===== config.mk =====
export PLATFORM = sky130hd
export DESIGN_NAME = traffic_light_ctrl
export DESIGN_NICKNAME = d
export VERILOG_FILES = /design/src/rtl/tl_pkg.sv /design/src/rtl/tl_timer.sv /design/src/rtl/traffic_light_ctrl.sv
export SDC_FILE = /design/constraint.sdc
export NUM_CORES = 1
export LEC_CHECK = 0
export BUFFER_PORTS_ARGS = -buffer_cell sky130_fd_sc_hd__buf_2
export CAP_MARGIN = 20
export CORE_MARGIN = 4
export CORE_UTILIZATION = 57
export CTS_BUF_LIST = sky130_fd_sc_hd__clkbuf_8
export DETAILED_ROUTE_END_ITERATION = 8
export MAX_ROUTING_LAYER = met4
export PLACE_DENSITY_LB_ADDON = 0.2
export SYNTH_ARGS = -nofsm -noshare
export SYNTH_HDL_FRONTEND = slang
export SYNTH_SLANG_ARGS = --single-unit
export TNS_END_PERCENT = 20

===== constraint.sdc =====
create_clock -name clk -period 2.5 [get_ports clk]
set_input_delay 0.5 -clock clk [delete_from_list [all_inputs] [get_ports clk]]
set_output_delay 0.5 -clock clk [all_outputs]
set_load 0.02 [all_outputs]

===== src/rtl/tl_pkg.sv =====
// Shared definitions for the traffic light controller: state codes,
// default phase durations and a duration legality helper.
package tl_pkg;

  localparam int STATE_W = 3;

  typedef enum logic [STATE_W-1:0] {
    MAIN_GREEN  = 3'd0,
    MAIN_YELLOW = 3'd1,
    ALL_RED     = 3'd2,
    PED_WALK    = 3'd3,
    PED_CLEAR   = 3'd4
  } tl_state_e;

  // Default phase durations in clk cycles
  localparam int T_GREEN_MIN_DEF = 8;
  localparam int T_YELLOW_DEF    = 3;
  localparam int T_ALLRED_DEF    = 2;
  localparam int T_WALK_DEF      = 6;
  localparam int T_CLEAR_DEF     = 4;
  localparam int CNT_W_DEF       = 8;

  // A duration must be at least one cycle and its value must fit the timer.
  function automatic bit dur_legal(input int dur, input int cnt_w);
    longint lim;
    lim = longint'(1) << cnt_w;
    return (dur >= 1) && (longint'(dur) < lim);
  endfunction

endpackage


===== src/rtl/tl_timer.sv =====
// Phase down-counter: loads (duration - 1) on state entry, counts down
// once per cycle and holds at zero; done flags the last cycle of a phase.
module tl_timer #(
  parameter int CNT_W   = 8,
  parameter int RST_VAL = 0
) (
  input  logic             clk,
  input  logic             reset,
  input  logic             load,
  input  logic [CNT_W-1:0] load_val,
  output logic             done
);

  logic [CNT_W-1:0] cnt_q;
  logic [CNT_W-1:0] cnt_d;

  // Next count: a load wins, otherwise decrement and saturate at zero
  always_comb begin
    cnt_d = cnt_q;
    if (load) begin
      cnt_d = load_val;
    end else if (cnt_q != '0) begin
      cnt_d = cnt_q - CNT_W'(1);
    end
  end

  // Count register; reset value matches the phase the FSM resets into
  always_ff @(posedge clk or negedge reset) begin
    if (!reset) begin
      cnt_q <= CNT_W'(RST_VAL);
    end else begin
      cnt_q <= cnt_d;
    end
  end

  assign done = (cnt_q == '0);

endmodule


===== src/rtl/traffic_light_ctrl.sv =====
// Pedestrian-crossing traffic light controller.
// Cars rest on green; a pedestrian request (rising edge of ped_btn) is
// latched and served after the minimum green time via yellow, all-red,
// walk and flashing clearance, then cars return to green.
//
// state       | meaning
// MAIN_GREEN  | cars go; leaves only when min green expired and a request exists
// MAIN_YELLOW | cars warned to stop
// ALL_RED     | intersection clearing before pedestrians
// PED_WALK    | pedestrians walk; new presses ignored
// PED_CLEAR   | pedestrian clearance flash; new presses ignored
module traffic_light_ctrl
  import tl_pkg::*;
#(
  parameter int T_GREEN_MIN = T_GREEN_MIN_DEF,
  parameter int T_YELLOW    = T_YELLOW_DEF,
  parameter int T_ALLRED    = T_ALLRED_DEF,
  parameter int T_WALK      = T_WALK_DEF,
  parameter int T_CLEAR     = T_CLEAR_DEF,
  parameter int CNT_W       = CNT_W_DEF
) (
  input  logic               clk,
  input  logic               reset,
  input  logic               ped_btn,
  output logic               car_red,
  output logic               car_yellow,
  output logic               car_green,
  output logic               ped_walk,
  output logic               ped_flash,
  output logic               req_pend,
  output logic [STATE_W-1:0] state
);

  localparam bit PARAMS_OK = dur_legal(T_GREEN_MIN, CNT_W) &&
                             dur_legal(T_YELLOW,    CNT_W) &&
                             dur_legal(T_ALLRED,    CNT_W) &&
                             dur_legal(T_WALK,      CNT_W) &&
                             dur_legal(T_CLEAR,     CNT_W);

  tl_state_e        state_q;
  tl_state_e        state_d;
  logic             ped_prev_q;
  logic             req_pend_q;
  logic             req_pend_d;
  logic             rise;
  logic             in_ped;
  logic             ped_entry;
  logic             done;
  logic             load;
  logic [CNT_W-1:0] load_val;

  assign rise      = ped_btn & ~ped_prev_q;
  assign in_ped    = (state_q == PED_WALK) || (state_q == PED_CLEAR);
  assign ped_entry = (state_d == PED_WALK) && (state_q != PED_WALK);
  assign load      = (state_d != state_q);

  // State register
  always_ff @(posedge clk or negedge reset) begin
    if (!reset) begin
      state_q <= MAIN_GREEN;
    end else begin
      state_q <= state_d;
    end
  end

  // Next-state logic; green also leaves on the very edge a press arrives
  always_comb begin
    state_d = state_q;
    case (state_q)
      MAIN_GREEN:  if (done && (req_pend_q || rise)) state_d = MAIN_YELLOW;
      MAIN_YELLOW: if (done) state_d = ALL_RED;
      ALL_RED:     if (done) state_d = PED_WALK;
      PED_WALK:    if (done) state_d = PED_CLEAR;
      PED_CLEAR:   if (done) state_d = MAIN_GREEN;
      default:     state_d = MAIN_GREEN;
    endcase
  end

  // Lamp decode of the state register only (Moore)
  always_comb begin
    car_red    = 1'b0;
    car_yellow = 1'b0;
    car_green  = 1'b0;
    ped_walk   = 1'b0;
    ped_flash  = 1'b0;
    case (state_q)
      MAIN_GREEN:  car_green  = 1'b1;
      MAIN_YELLOW: car_yellow = 1'b1;
      ALL_RED:     car_red    = 1'b1;
      PED_WALK: begin
        car_red  = 1'b1;
        ped_walk = 1'b1;
      end
      PED_CLEAR: begin
        car_red   = 1'b1;
        ped_flash = 1'b1;
      end
      // Unused codes keep cars stopped for the one cycle before recovery
      default:     car_red    = 1'b1;
    endcase
  end

  // Duration of the phase being entered, minus one, for the timer load
  always_comb begin
    load_val = CNT_W'(T_GREEN_MIN - 1);
    case (state_d)
      MAIN_YELLOW: load_val = CNT_W'(T_YELLOW - 1);
      ALL_RED:     load_val = CNT_W'(T_ALLRED - 1);
      PED_WALK:    load_val = CNT_W'(T_WALK - 1);
      PED_CLEAR:   load_val = CNT_W'(T_CLEAR - 1);
      default:     load_val = CNT_W'(T_GREEN_MIN - 1);
    endcase
  end

  // Request latch: clearing on walk entry has priority so a press in
  // ALL_RED on that same edge counts as served by this walk
  always_comb begin
    req_pend_d = req_pend_q;
    if (ped_entry) begin
      req_pend_d = 1'b0;
    end else if (rise && !in_ped) begin
      req_pend_d = 1'b1;
    end
  end

  // Button history and request registers
  always_ff @(posedge clk or negedge reset) begin
    if (!reset) begin
      ped_prev_q <= 1'b0;
      req_pend_q <= 1'b0;
    end else begin
      ped_prev_q <= ped_btn;
      req_pend_q <= req_pend_d;
    end
  end

  tl_timer #(
    .CNT_W  (CNT_W),
    .RST_VAL(T_GREEN_MIN - 1)
  ) u_timer (
    .clk     (clk),
    .reset   (reset),
    .load    (load),
    .load_val(load_val),
    .done    (done)
  );

  assign req_pend = req_pend_q;
  assign state    = state_q;

  a_params_legal: assert property (@(posedge clk) PARAMS_OK)
    else $error("traffic_light_ctrl: a phase duration is 0 or does not fit CNT_W");

  a_one_car_lamp: assert property (@(posedge clk) disable iff (!reset)
                                   $onehot({car_red, car_yellow, car_green}))
    else $error("traffic_light_ctrl: car lamps not one-hot");

endmodule


==> reports/qor_table.md, run 1 <==
| Result | This run |
|:---|:---|
| Status | finished, final reports clean |
| Antenna-violating nets left | 0 |
| Worst Max-Slew Pin Slew | 0.6222 ns |
| Count of max-cap constraint violations | 0 |
| Post-Synthesis Cell Area | 799.5 um^2 |
| Post-layout minimum cycle time | 2.091 ns |
| Core region area | 1318 um^2 |
| Net Switching | 524.1 uW |
| Post-CTS Setup Bufs | 0 |
| Number of buffers between clock root and the deepest sink | 2 |
| Leak Pwr | 0.0004392 uW |
| Drt initial violations | 16 |
| WP data required | 2.61 ns |
| Combinational power share | 50.5% |
| Worst Setup Slack, final | 0.4086 ns |
| Setup Total Neg Slack | 0 ns |
| CTS root buf | sky130_fd_sc_hd__clkbuf_8 |
| Number of storage elements in the synthesis netlist | 13 |
| Final cycle utilization of the critical path | 83.66% |
| F_max | 478.2 MHz |
| Total vias in the final route | 632 |
| Final Wtd Congestion | 0.8301 |
| Leading cell type in the layout, fill and taps excluded | sky130_fd_sc_hd__nor2_1 |
| Std-Cell Rows | 13 |
| Unrepaired setup endpoints after global routing | false |
| Cell family with most CP delay | compound AO/OA/AOI/OAI gates |
| Highest-count cells in the layout ignoring fill and taps | sky130_fd_sc_hd__nor2_1 (12), sky130_fd_sc_hd__buf_2 (11), sky130_fd_sc_hd__dfrtp_1 (10), sky130_fd_sc_hd__inv_1 (8), sky130_fd_sc_hd__nand2_1 (5) |
| Critical path depth in cells | 6 |
| Element type at the critical path end | register |
| Vias in the first global route | 621 |
| First-pass GRT wire length | 2691 um |
| Share of post-route cells with drive strength above 1 | 27.84% |
| Internal Power | 680.6 uW |
| Register area share after synthesis | 41.16% |
| Port Buffers | 11 |
| GRT Residual Overflow | 0 |
| R2r worst-path depth | 6 |
| Setup-violating endpoint count in the final report | 0 |
| Cts-stage hold buffer count | 0 |
| TritonCTS Buffers | 3 |
| Layout net count | 103 |
| I/O pin total | 12 |
| Maximum vdd ir drop | 614.0 uV |
| Detailed-route wire length per cell | 14.18 um |
| Clock latency at the later pin of the worst-skew pair | 0.24 ns |
| Antenna violations before repair | 0 |
| Remaining design rule violation count | 0 |
| Overall fraction of global-route tracks in use | 18.79% |
| Vias per Instance | 5.643 |
| Clock power share | 14.9% |
| Floorplan die width | 45.45 um |
| Diode count | 0 |
| Crit path cell chain | inv_1, ha_1, nor3b_2, a2111oi_0, xnor2_1, nor2_1 |
| Switching Fraction | 43.51% |
| Worst-path fanout max | 8 |
| Reg power frac | 34.6% |
| Pin count of the biggest net entering global routing | 14 |
| Warning count from the yosys run | 0 |
| Final hold violations | 0 |
| Relative area change from synthesis to final layout | 14.71% |
| Number of standard cells after synthesis | 83 |
| Path type of the worst setup path | reg -> reg |
| Number of instances resized during post-cts repair | 0 |
| Detailed-routing iteration count for the pre-antenna-repair pass | 4 |
| Final Routed Wirelength | 1588 um |
| Max H-tree Level | 1 |
| Critical Path Start Type | register |
| Avg Inst Size Synth | 9.633 um^2 |
| Slowest cell on the critical path | sky130_fd_sc_hd__a2111oi_0 |
| Peak per-stage delay on the critical path | 0.63 ns |
| Number of buffers and inverters on the critical path | 1 |
| Power density of the placed cells | 1314 nW/um^2 |
| Worst slew slack as a fraction of its limit | 57.45% |
| Clock tree sinks | 13 |
| Number of nets produced by synthesis | 88 |
| Distinct cell type count of the synthesized netlist | 33 |
| Clock skew | 0.001699 ns |
| Max-slew violation count | 0 |
| Initial core utilization | 60.68% |
| Die Footprint | 2066 um^2 |
| Post-Route Hold Slack | 0.1394 ns |
| TritonCTS clock tree | yes |
| Final HPWL from detailed placement | 1170 um |
| Clk pin slew, worst setup/hold paths | 0.05 ns |
| Die span in y | 45.45 um |
| Worst hold path class | in -> async |
| Worst slack after detailed placement | 0.4365 ns |
| Worst path arrival time | 2.20 ns |
[layer usage]
metal  vias to the layer above  GRT usage [%]  routed length [um]
li1                        320              -                   -
met4                         0          5.263                   8
met1                       305          23.51                 767
met3                         2          4.743                  31
met2                         5          29.81                 780
met5                         -              -                   0
[worst register-to-register path: cells and delay by family (launching register included)]
family	cells	cell delay [ns]
AOI/OAI and AO/OA	1	0.63
xor gates and xnor gates	1	0.19
adders and majority gates	1	0.22
buffers and inverters	1	0.08
DFF	1	0.56
and+or+nand+nor	2	0.27
[kinds of logic (layout without fill, tap and decap cells)]
family / after synthesis / in the layout / share of synthesized area, %
and+or+nand+nor: 34 / 34 / 24.10
AOI/OAI and AO/OA: 15 / 15 / 15.50
buffers and inverters: 9 / 23 / 4.381
adders and majority gates: 2 / 2 / 3.129
xor gates and xnor gates: 6 / 6 / 6.573
muxes: 4 / 4 / 5.164
DFF: 13 / 13 / 41.16
[cells in the mapped netlist, drive strengths merged]
cell type | n | area, um^2
buf | 1 | 5.000
xnor2 | 4 | 35.03
inv | 7 | 26.28
ha | 2 | 25.02
mux2i | 3 | 30.03
a21oi | 5 | 28.78
o21bai | 1 | 7.510
a211o | 2 | 17.52
nand2 | 6 | 30.03
nand3 | 2 | 10.01
dfstp | 3 | 78.83
and2 | 1 | 6.260
dfrtp | 10 | 250.2
nor2 | 12 | 45.04
a221oi | 2 | 17.52
a2111oi | 2 | 17.52
mux2 | 1 | 11.26
nor3b | 1 | 12.51
xor2 | 2 | 17.52
o221a | 1 | 11.26
nor4 | 2 | 27.53
nor4b | 1 | 8.760
or2 | 3 | 18.77
clkbuf | 1 | 3.750
or3 | 1 | 6.260
nor3 | 3 | 15.01
nor2b | 2 | 12.51
o311ai | 1 | 16.27
a21boi | 1 | 7.510
[state kept, by name (all words and copies together), names as in the netlist]
| name | cells |
|---|---|
| state | 3 |
| ped_prev_q | 1 |
| req_pend | 1 |
| u_timer.cnt_q | 8 |
[per-stage QoR]
| step | total power [uW] | instance area [um^2] | util (%) | instances |
|---|---|---|---|---|
| after floorplan | 880.5 | 799.5 | - | 83 |
| after global placement | 1011 | 872.1 | 66.19 | 108 |
| after detailed placement | 1028 | 872.1 | 66.19 | 108 |
| after CTS | 1214 | 917.1 | 69.61 | 112 |
| after global routing | 1302 | 917.1 | 69.61 | 112 |
| final | 1205 | 917.1 | 69.61 | 112 |
[final timing paths]
kind / start / endpoint / slack [ns]
min reg2reg: u_timer.cnt_q[6] / u_timer.cnt_q[6] / 0.59
min: reset / u_timer.cnt_q[5] / 0.14
max reg2reg: u_timer.cnt_q[0] / u_timer.cnt_q[4] / 0.41
max: u_timer.cnt_q[0] / u_timer.cnt_q[4] / 0.41
min in group clk: ped_btn / ped_prev_q / 0.38
max in group asynchronous: reset / u_timer.cnt_q[2] / 2.08
[power groups by stage]
stage	clock network [uW]	registers (uW)	logic [uW]
after floorplan	0	416	464
after global placement	0	417	594
after detailed placement	0	419	609
after CTS	185	416	613
after global routing	195	430	677
final	179	417	609
[area by class of cell]
cell class	count	area, um^2
Fill cell	100	400.4
Multi-Input combinational cell	61	435.4
Clock buffer	3	41.29
Sequential cell	13	329.1
Inverter	7	26.28
Clock inverter	1	3.754
Timing Repair Buffer	12	62.56
Tap cell	15	18.77
(Power assumes the default switching activity.)
==> run 2: changes to the inputs <==
--- a/config.mk
+++ b/config.mk
@@ -8,7 +8,7 @@
 export BUFFER_PORTS_ARGS = -buffer_cell sky130_fd_sc_hd__buf_2
 export CAP_MARGIN = 20
 export CORE_MARGIN = 4
-export CORE_UTILIZATION = 57
+export CORE_UTILIZATION = 52
 export CTS_BUF_LIST = sky130_fd_sc_hd__clkbuf_8
 export DETAILED_ROUTE_END_ITERATION = 8
 export MAX_ROUTING_LAYER = met4
==> constraint.sdc (replaced) <==
create_clock -name clk -period 1.69 [get_ports clk]
set_input_delay 0.338 -clock clk [delete_from_list [all_inputs] [get_ports clk]]
set_output_delay 0.338 -clock clk [all_outputs]
set_load 0.02 [all_outputs]
==> run 2 against run 1 <==
- the flow now finishes with violations (setup timing)
- register-to-register slack got worse by 0.46 ns
- critical path depth rose by 1
- combinational power rose to 2.7 times the previous value
- largest power group unchanged
==> reports/qor_table.md, run 2 (same netlist as run 1, synthesis figures left out) <==
| Result | This run | Delta |
|:---|:---|:---|
| Final cycle utilization of the critical path | 103.1% | was 83.66% |
| Maximum vdd ir drop | 1648 uV | was 614.0 uV |
| Worst Setup Slack, final | -0.05280 ns | was 0.4086 ns |
| Core region area | 1366 um^2 | was 1318 um^2 |
| Internal Power | 1410 uW | was 680.6 uW |
| Crit path cell chain | inv_4, ha_4, nor3b_4, buf_6, a2111oi_4, xnor2_1, nor2_1 | was inv_1, ha_1, nor3b_2, a2111oi_0, xnor2_1, nor2_1 |
| Path type of the worst setup path | reg -> reg | unchanged |
| Total design power | 2569 uW | was 1205 uW |
| Overall fraction of global-route tracks in use | 30.18% | was 18.79% |
| Setup-violating endpoint count in the final report | 6 | was 0 |
| Combinational power share | 63.5% | was 50.5% |
| Clock latency at the later pin of the worst-skew pair | 0.26 ns | was 0.24 ns |
| Worst hold path class | in -> reg | was in -> async |
| Vias per Instance | 6.530 | was 5.643 |
| Final hold violations | 0 | unchanged |
| Peak per-stage delay on the critical path | 0.56 ns | was 0.63 ns |
| Share of post-route cells with drive strength above 1 | 55.46% | was 27.84% |
| Slowest cell on the critical path | sky130_fd_sc_hd__dfstp_2 | was sky130_fd_sc_hd__a2111oi_0 |
| Worst path arrival time | 1.88 ns | was 2.20 ns |
| Clock skew | 0.006914 ns | was 0.001699 ns |
| Cell family with most CP delay | flip-flops | was compound AO/OA/AOI/OAI gates |
| Diode count | 0 | unchanged |
| Total vias in the final route | 875 | was 632 |
| Layout net count | 125 | was 103 |
| Net Switching | 1159 uW | was 524.1 uW |
| Floorplan die width | 47.21 um | was 45.45 um |
| Clock tree sinks | 13 | unchanged |
| Reg power frac | 24.7% | was 34.6% |
| Leading cell type in the layout, fill and taps excluded | sky130_fd_sc_hd__buf_4 | was sky130_fd_sc_hd__nor2_1 |
| Vias in the first global route | 868 | was 621 |
| Max-slew violation count | 0 | unchanged |
| Worst slew slack as a fraction of its limit | 72.23% | was 57.45% |
| Number of buffers and inverters on the critical path | 2 | was 1 |
| Initial core utilization | 58.52% | was 60.68% |
| Post-layout minimum cycle time | 1.743 ns | was 2.091 ns |
| Final Routed Wirelength | 2845 um | was 1588 um |
| Critical Path Start Type | register | unchanged |
| Leak Pwr | 0.0005691 uW | was 0.0004392 uW |
| Power density of the placed cells | 2093 nW/um^2 | was 1314 nW/um^2 |
| Clk pin slew, worst setup/hold paths | 0.06 ns | was 0.05 ns |
| Port Buffers | 11 | unchanged |
| Setup Total Neg Slack | -0.1375 ns | was 0 ns |
| Die Footprint | 2229 um^2 | was 2066 um^2 |
| Antenna-violating nets left | 0 | unchanged |
| Std-Cell Rows | 13 | unchanged |
| Number of buffers between clock root and the deepest sink | 2 | unchanged |
| Core occupancy in the finished layout | 89.84% | was 69.61% |
| GRT Residual Overflow | 0 | unchanged |
| First-pass GRT wire length | 4284 um | was 2691 um |
| Pin count of the biggest net entering global routing | 14 | unchanged |
| Unrepaired setup endpoints after global routing | true | was false |
| Violations in the final reports | setup timing |  |
| F_max | 573.8 MHz | was 478.2 MHz |
| Number of filler cells placed in the layout | 57 | was 100 |
| Number of placed instances, taps included | 121 | was 108 |
| Number of flip-flops in the largest register | 8 | unchanged |
| Final Wtd Congestion | 0.8287 | was 0.8301 |
| Die span in y | 47.21 um | was 45.45 um |
| I/O pin total | 12 | unchanged |
| Relative area change from synthesis to final layout | 53.52% | was 14.71% |
| Final HPWL from detailed placement | 1536 um | was 1170 um |
| TritonCTS clock tree | yes | unchanged |
| Status | finished, violations left | was finished, final reports clean |
| Highest-count cells in the layout ignoring fill and taps | sky130_fd_sc_hd__buf_4 (20), sky130_fd_sc_hd__nor2_1 (11), sky130_fd_sc_hd__dfrtp_1 (10), sky130_fd_sc_hd__buf_2 (9), sky130_fd_sc_hd__nand2_1 (5) | was sky130_fd_sc_hd__nor2_1 (12), sky130_fd_sc_hd__buf_2 (11), sky130_fd_sc_hd__dfrtp_1 (10), sky130_fd_sc_hd__inv_1 (8), sky130_fd_sc_hd__nand2_1 (5) |
| Most flop-heavy register | u_timer.cnt_q | unchanged |
| Remaining design rule violation count | 0 | unchanged |
| Worst Max-Slew Pin Slew | 0.4127 ns | was 0.6222 ns |
| Detailed-route wire length per cell | 21.23 um | was 14.18 um |
| Switching Fraction | 45.12% | was 43.51% |
| Non-filler cells, final | 134 | was 112 |
| TritonCTS Buffers | 3 | unchanged |
| Antenna violations before repair | 0 | unchanged |
| Element type at the critical path end | register | unchanged |
| WP data required | 1.83 ns | was 2.61 ns |
| Count of max-cap constraint violations | 0 | unchanged |
| Drt initial violations | 45 | was 16 |
| Detailed-routing iteration count for the pre-antenna-repair pass | 4 | unchanged |
| Worst-path fanout max | 6 | was 8 |
| CTS root buf | sky130_fd_sc_hd__clkbuf_8 | unchanged |
| Max H-tree Level | 1 | unchanged |
| Clock power share | 11.8% | was 14.9% |
## run 2: timing repair
| item | in CTS | in global routing |
|---|---|---|
| buffers inserted | 6 | 2 |
| hold endpoints to repair | 10 | 0 |
| gates cloned | 0 | 0 |
| hold buffers | 1 | 0 |
| pin swaps | 12 | 6 |
| setup endpoints to repair | 15 | 14 |
| gates resized for setup | 19 | 8 |
## run 2: final timing paths
path                                     to  slack, ns  cells after the start        startpoint
max in group asynchronous  u_timer.cnt_q[1]       0.89                      2             reset
max reg2reg                u_timer.cnt_q[4]      -0.05                      7  u_timer.cnt_q[0]
min                              ped_prev_q       0.22                      1           ped_btn
min reg2reg                u_timer.cnt_q[6]       0.66                      2  u_timer.cnt_q[6]
max                        u_timer.cnt_q[4]      -0.05                      7  u_timer.cnt_q[0]
min in group asynchronous          state[1]       0.51                      2             reset
## run 2: power by group through the flow
stage	registers, uW	logic, uW	clock network [uW]
floorplan	635	733	0
CTS	610	1440	293
global route	647	1720	313
finish	636	1630	303
global placement	594	1120	0
detailed placement	602	1170	0
## run 2: cell type report
| cell class | count | area (um^2) | share of cell area [%] |
|---|---|---|---|
| multi-input cells | 61 | 554.3 | 45.16 |
| flip-flops and latches | 13 | 329.1 | 26.81 |
| repair buffers | 34 | 250.2 | 20.39 |
| clock buffers | 3 | 41.29 | 3.364 |
| inverters | 7 | 28.78 | 2.345 |
| well taps | 15 | 18.77 | 1.529 |
| clock inverters | 1 | 5.005 | 0.4077 |
## run 2: per-layer routing
| layer | GRT usage (%) | vias to the layer above | wire length [um] |
|---|---|---|---|
| met4 | 19.34 | 0 | 136 |
| met1 | 31.53 | 428 | 1052 |
| li1 | - | 370 | - |
| met2 | 50.14 | 60 | 1440 |
| met3 | 7.280 | 17 | 216 |
| met5 | - | - | 0 |
## run 2: metrics by stage
| stage | area [um^2] | hold WS, ns | setup WS (ns) |
|---|---|---|---|
| 2_1_floorplan | 818.3 | 0.04241 | -0.02613 |
| 3_3_place_gp | 988.4 | 0.2350 | -0.02655 |
| 3_5_place_dp | 988.4 | 0.2415 | -0.1607 |
| 4_1_cts | 1174 | 0.2165 | -0.03619 |
| 5_1_grt | 1227 | 0.2160 | -0.1016 |
| 6_report | 1227 | 0.2169 | -0.05280 |
==> run 3: changes to the inputs <==
--- a/config.mk
+++ b/config.mk
@@ -7,12 +7,12 @@
 export LEC_CHECK = 0
 export BUFFER_PORTS_ARGS = -buffer_cell sky130_fd_sc_hd__buf_2
 export CAP_MARGIN = 20
-export CORE_MARGIN = 4
 export CORE_UTILIZATION = 52
 export CTS_BUF_LIST = sky130_fd_sc_hd__clkbuf_8
 export DETAILED_ROUTE_END_ITERATION = 8
 export MAX_ROUTING_LAYER = met4
 export PLACE_DENSITY_LB_ADDON = 0.2
+export RECOVER_POWER = 50
 export SYNTH_ARGS = -nofsm -noshare
 export SYNTH_HDL_FRONTEND = slang
 export SYNTH_SLANG_ARGS = --single-unit
==> run 3 against run 2 <==
- the run still ends with setup timing left
- combinational power decreased by 8%
- clock power shrank 6%
- maximum frequency barely moved
- largest cell class unchanged
- largest power group unchanged
- highest routed layer unchanged
==> reports/qor_table.md, run 3 (same netlist as run 1, synthesis figures left out) <==
| Result | This run | Delta |
|:---|:---|:---|
| R2r worst-path depth | 7 | unchanged |
| Detailed-routing iteration count for the pre-antenna-repair pass | 4 | unchanged |
| Total vias in the final route | 804 | was 875 |
| Met3 Track Usage GR | 9.783% | was 7.280% |
| Violations in the final reports | setup timing | unchanged |
| Vias in the first global route | 736 | was 868 |
| Power density of the placed cells | 2056 nW/um^2 | was 2093 nW/um^2 |
| Worst-path fanout max | 7 | was 6 |
| Worst Max-Slew Pin Slew | 0.7198 ns | was 0.4127 ns |
| Worst reg2reg path startpoint | u_timer.cnt_q[1] | was u_timer.cnt_q[0] |
| Pin count of the biggest net entering global routing | 14 | unchanged |
| Reg-to-reg setup timing slack | -0.05 ns | about the same |
| Worst hold stages | 1 | unchanged |
| Diode count | 0 | unchanged |
| Clock latency at the later pin of the worst-skew pair | 0.25 ns | was 0.26 ns |
| Die Footprint | 1698 um^2 | was 2229 um^2 |
| Count of max-cap constraint violations | 0 | unchanged |
| Hold path endpoint | ped_prev_q | unchanged |
| Setup-violating endpoint count in the final report | 9 | was 6 |
| Final Wtd Congestion | 0.8057 | was 0.8287 |
| CTS root buf | sky130_fd_sc_hd__clkbuf_8 | unchanged |
| Antenna-violating nets left | 0 | unchanged |
| Layout net count | 123 | was 125 |
| Floorplan die width | 41.21 um | was 47.21 um |
| Critical Path Start Type | register | unchanged |
| Unrepaired setup endpoints after global routing | true | unchanged |
| Path type of the worst setup path | reg -> reg | unchanged |
| Antenna violations before repair | 0 | unchanged |
| Max-slew violation count | 0 | unchanged |
| Highest-count cells in the layout ignoring fill and taps | sky130_fd_sc_hd__buf_4 (20), sky130_fd_sc_hd__nor2_1 (12), sky130_fd_sc_hd__dfrtp_1 (9), sky130_fd_sc_hd__buf_2 (8) | was sky130_fd_sc_hd__buf_4 (20), sky130_fd_sc_hd__nor2_1 (11), sky130_fd_sc_hd__dfrtp_1 (10), sky130_fd_sc_hd__buf_2 (9), sky130_fd_sc_hd__nand2_1 (5) |
| Number of buffers between clock root and the deepest sink | 2 | unchanged |
| Clock skew | 0.005899 ns | was 0.006914 ns |
| Worst hold path class | in -> reg | unchanged |
| Relative area change from synthesis to final layout | 46.48% | was 53.52% |
| Std-Cell Rows | 13 | unchanged |
| Die span in y | 41.21 um | was 47.21 um |
| F_max | 574.3 MHz | was 573.8 MHz |
| TritonCTS Buffers | 3 | unchanged |
| Post-layout minimum cycle time | 1.741 ns | was 1.743 ns |
| GRT Residual Overflow | 0 | unchanged |
| Placed Area | 988.4 um^2 | unchanged |
| Final HPWL from detailed placement | 1392 um | was 1536 um |
| Share of post-route cells with drive strength above 1 | 49.57% | was 55.46% |
| Core region area | 1366 um^2 | unchanged |
| Met2 usage in global routing | 54.30% | was 50.14% |
| Global routing met1 resource utilization | 39.14% | was 31.53% |
| Status | finished, violations left | unchanged |
| Element type at the critical path end | register | unchanged |
| Most congested layer reported by global routing | met2 | unchanged |
| TritonCTS clock tree | yes | unchanged |
| Final cycle utilization of the critical path | 103.0% | was 103.1% |
| Non-filler cells, final | 132 | was 134 |
| I/O pin total | 12 | unchanged |
| Number of flip-flops in the largest register | 8 | unchanged |
| Final hold violations | 0 | unchanged |
| Final Routed Wirelength | 2470 um | was 2845 um |
| Most flop-heavy register | u_timer.cnt_q | unchanged |
| Worst slack after detailed placement | -0.09488 ns | was -0.1607 ns |
| Vias per Instance | 6.091 | was 6.530 |
| Max H-tree Level | 1 | unchanged |
| Clk pin slew, worst setup/hold paths | 0.06 ns | about the same |
| Worst slew slack as a fraction of its limit | 52.01% | was 72.23% |
| Initial core utilization | 58.52% | unchanged |
| Overall fraction of global-route tracks in use | 33.87% | was 30.18% |
| WP data required | 1.82 ns | was 1.83 ns |
| R2R Path End | u_timer.cnt_q[3] | was u_timer.cnt_q[4] |
| Port Buffers | 11 | unchanged |
| Number of placed instances, taps included | 121 | unchanged |
| Cell area after layout | 1171 um^2 | was 1227 um^2 |
| Drt initial violations | 34 | was 45 |
| Detailed-route wire length per cell | 18.71 um | was 21.23 um |
| Worst path arrival time | 1.88 ns | about the same |
| Worst Setup Slack, final | -0.05140 ns | was -0.05280 ns |
| First-pass GRT wire length | 3381 um | was 4284 um |
| Clock tree sinks | 13 | unchanged |
| Leading cell type in the layout, fill and taps excluded | sky130_fd_sc_hd__buf_4 | unchanged |
| Remaining design rule violation count | 0 | unchanged |
| Maximum vdd ir drop | 1417 uV | was 1648 uV |
| Leak Pwr | 0.0005568 uW | was 0.0005691 uW |
| Start point of the worst hold path | ped_btn | unchanged |
[run 3: cell types whose count changed in the layout (fill, tap and decap cells not counted), sizes merged]
cell / before / now
inv: 7 / 8
clkbuf: 3 / 4
buf: 33 / 30
clkinv: 1 / 0
[run 3: what timing repair did]
| action | in CTS | in global routing |
|---|---|---|
| hold buffers | 1 | 0 |
| setup endpoints to repair | 12 | 14 |
| pin swaps | 5 | 8 |
| endpoints found under the hold margin | 10 | 0 |
| setup buffers | 5 | 1 |
| gates resized for setup | 16 | 4 |
[run 3: area by class of cell]
cell class / count / area [um^2]
Sequential cell: 13 / 330.3
Clock inverter: 1 / 3.754
Tap cell: 15 / 18.77
Timing Repair Buffer: 32 / 226.5
Fill cell: 62 / 195.2
Clock buffer: 3 / 41.29
Inverter: 7 / 26.28
Multi-Input combinational cell: 61 / 524.3
[run 3: how the worst max path moves through the flow]
stage                     slack [ns]  depth (start not counted)          endpoint        startpoint
after floorplan                -0.03                          6  u_timer.cnt_q[4]  u_timer.cnt_q[0]
after CTS                      -0.01                          6  u_timer.cnt_q[0]  u_timer.cnt_q[1]
after global routing           -0.18                          6  u_timer.cnt_q[4]  u_timer.cnt_q[1]
final                          -0.05                          7  u_timer.cnt_q[3]  u_timer.cnt_q[1]
after detailed placement       -0.09                          6  u_timer.cnt_q[1]  u_timer.cnt_q[1]
after global placement         -0.03                          6  u_timer.cnt_q[0]  u_timer.cnt_q[0]
[run 3: routing by layer]
layer	routed length, um	up-vias	part of all wire (%)
li1	-	359	-
met1	958	394	39
met2	1269	38	51
met3	149	13	6.0
met4	92	0	3.7
met5	0	-	0
[run 3: worst max-delay path, cell delays in order, from the launching register on]
cell and delay, ns:
sky130_fd_sc_hd__dfstp_2 0.54, sky130_fd_sc_hd__inv_2 0.05, sky130_fd_sc_hd__ha_4 0.15, sky130_fd_sc_hd__nor3b_4 0.19
sky130_fd_sc_hd__buf_4 0.17, sky130_fd_sc_hd__a2111oi_4 0.32, sky130_fd_sc_hd__xnor2_1 0.16, sky130_fd_sc_hd__nor2_1 0.05
[run 3: where the power goes]
part	switching, uW	internal (uW)	leakage (uW)
logic	783	717	0.000379
clock network	125	161	0.0000269
registers	171	452	0.000151
[run 3: stage by stage]
step | utilization, % | power [uW] | hold WS (ns) | setup TNS (ns)
finish | 85.71 | 2408 | 0.2031 | -0.2239
detailed placement | 72.34 | 1762 | 0.2419 | -0.5760
global route | 85.71 | 2545 | 0.2045 | -0.9206
global placement | 72.34 | 1710 | 0.2352 | -0.07929
floorplan | - | 1368 | 0.04241 | -0.05223
CTS | 82.88 | 2222 | 0.2030 | -0.04905
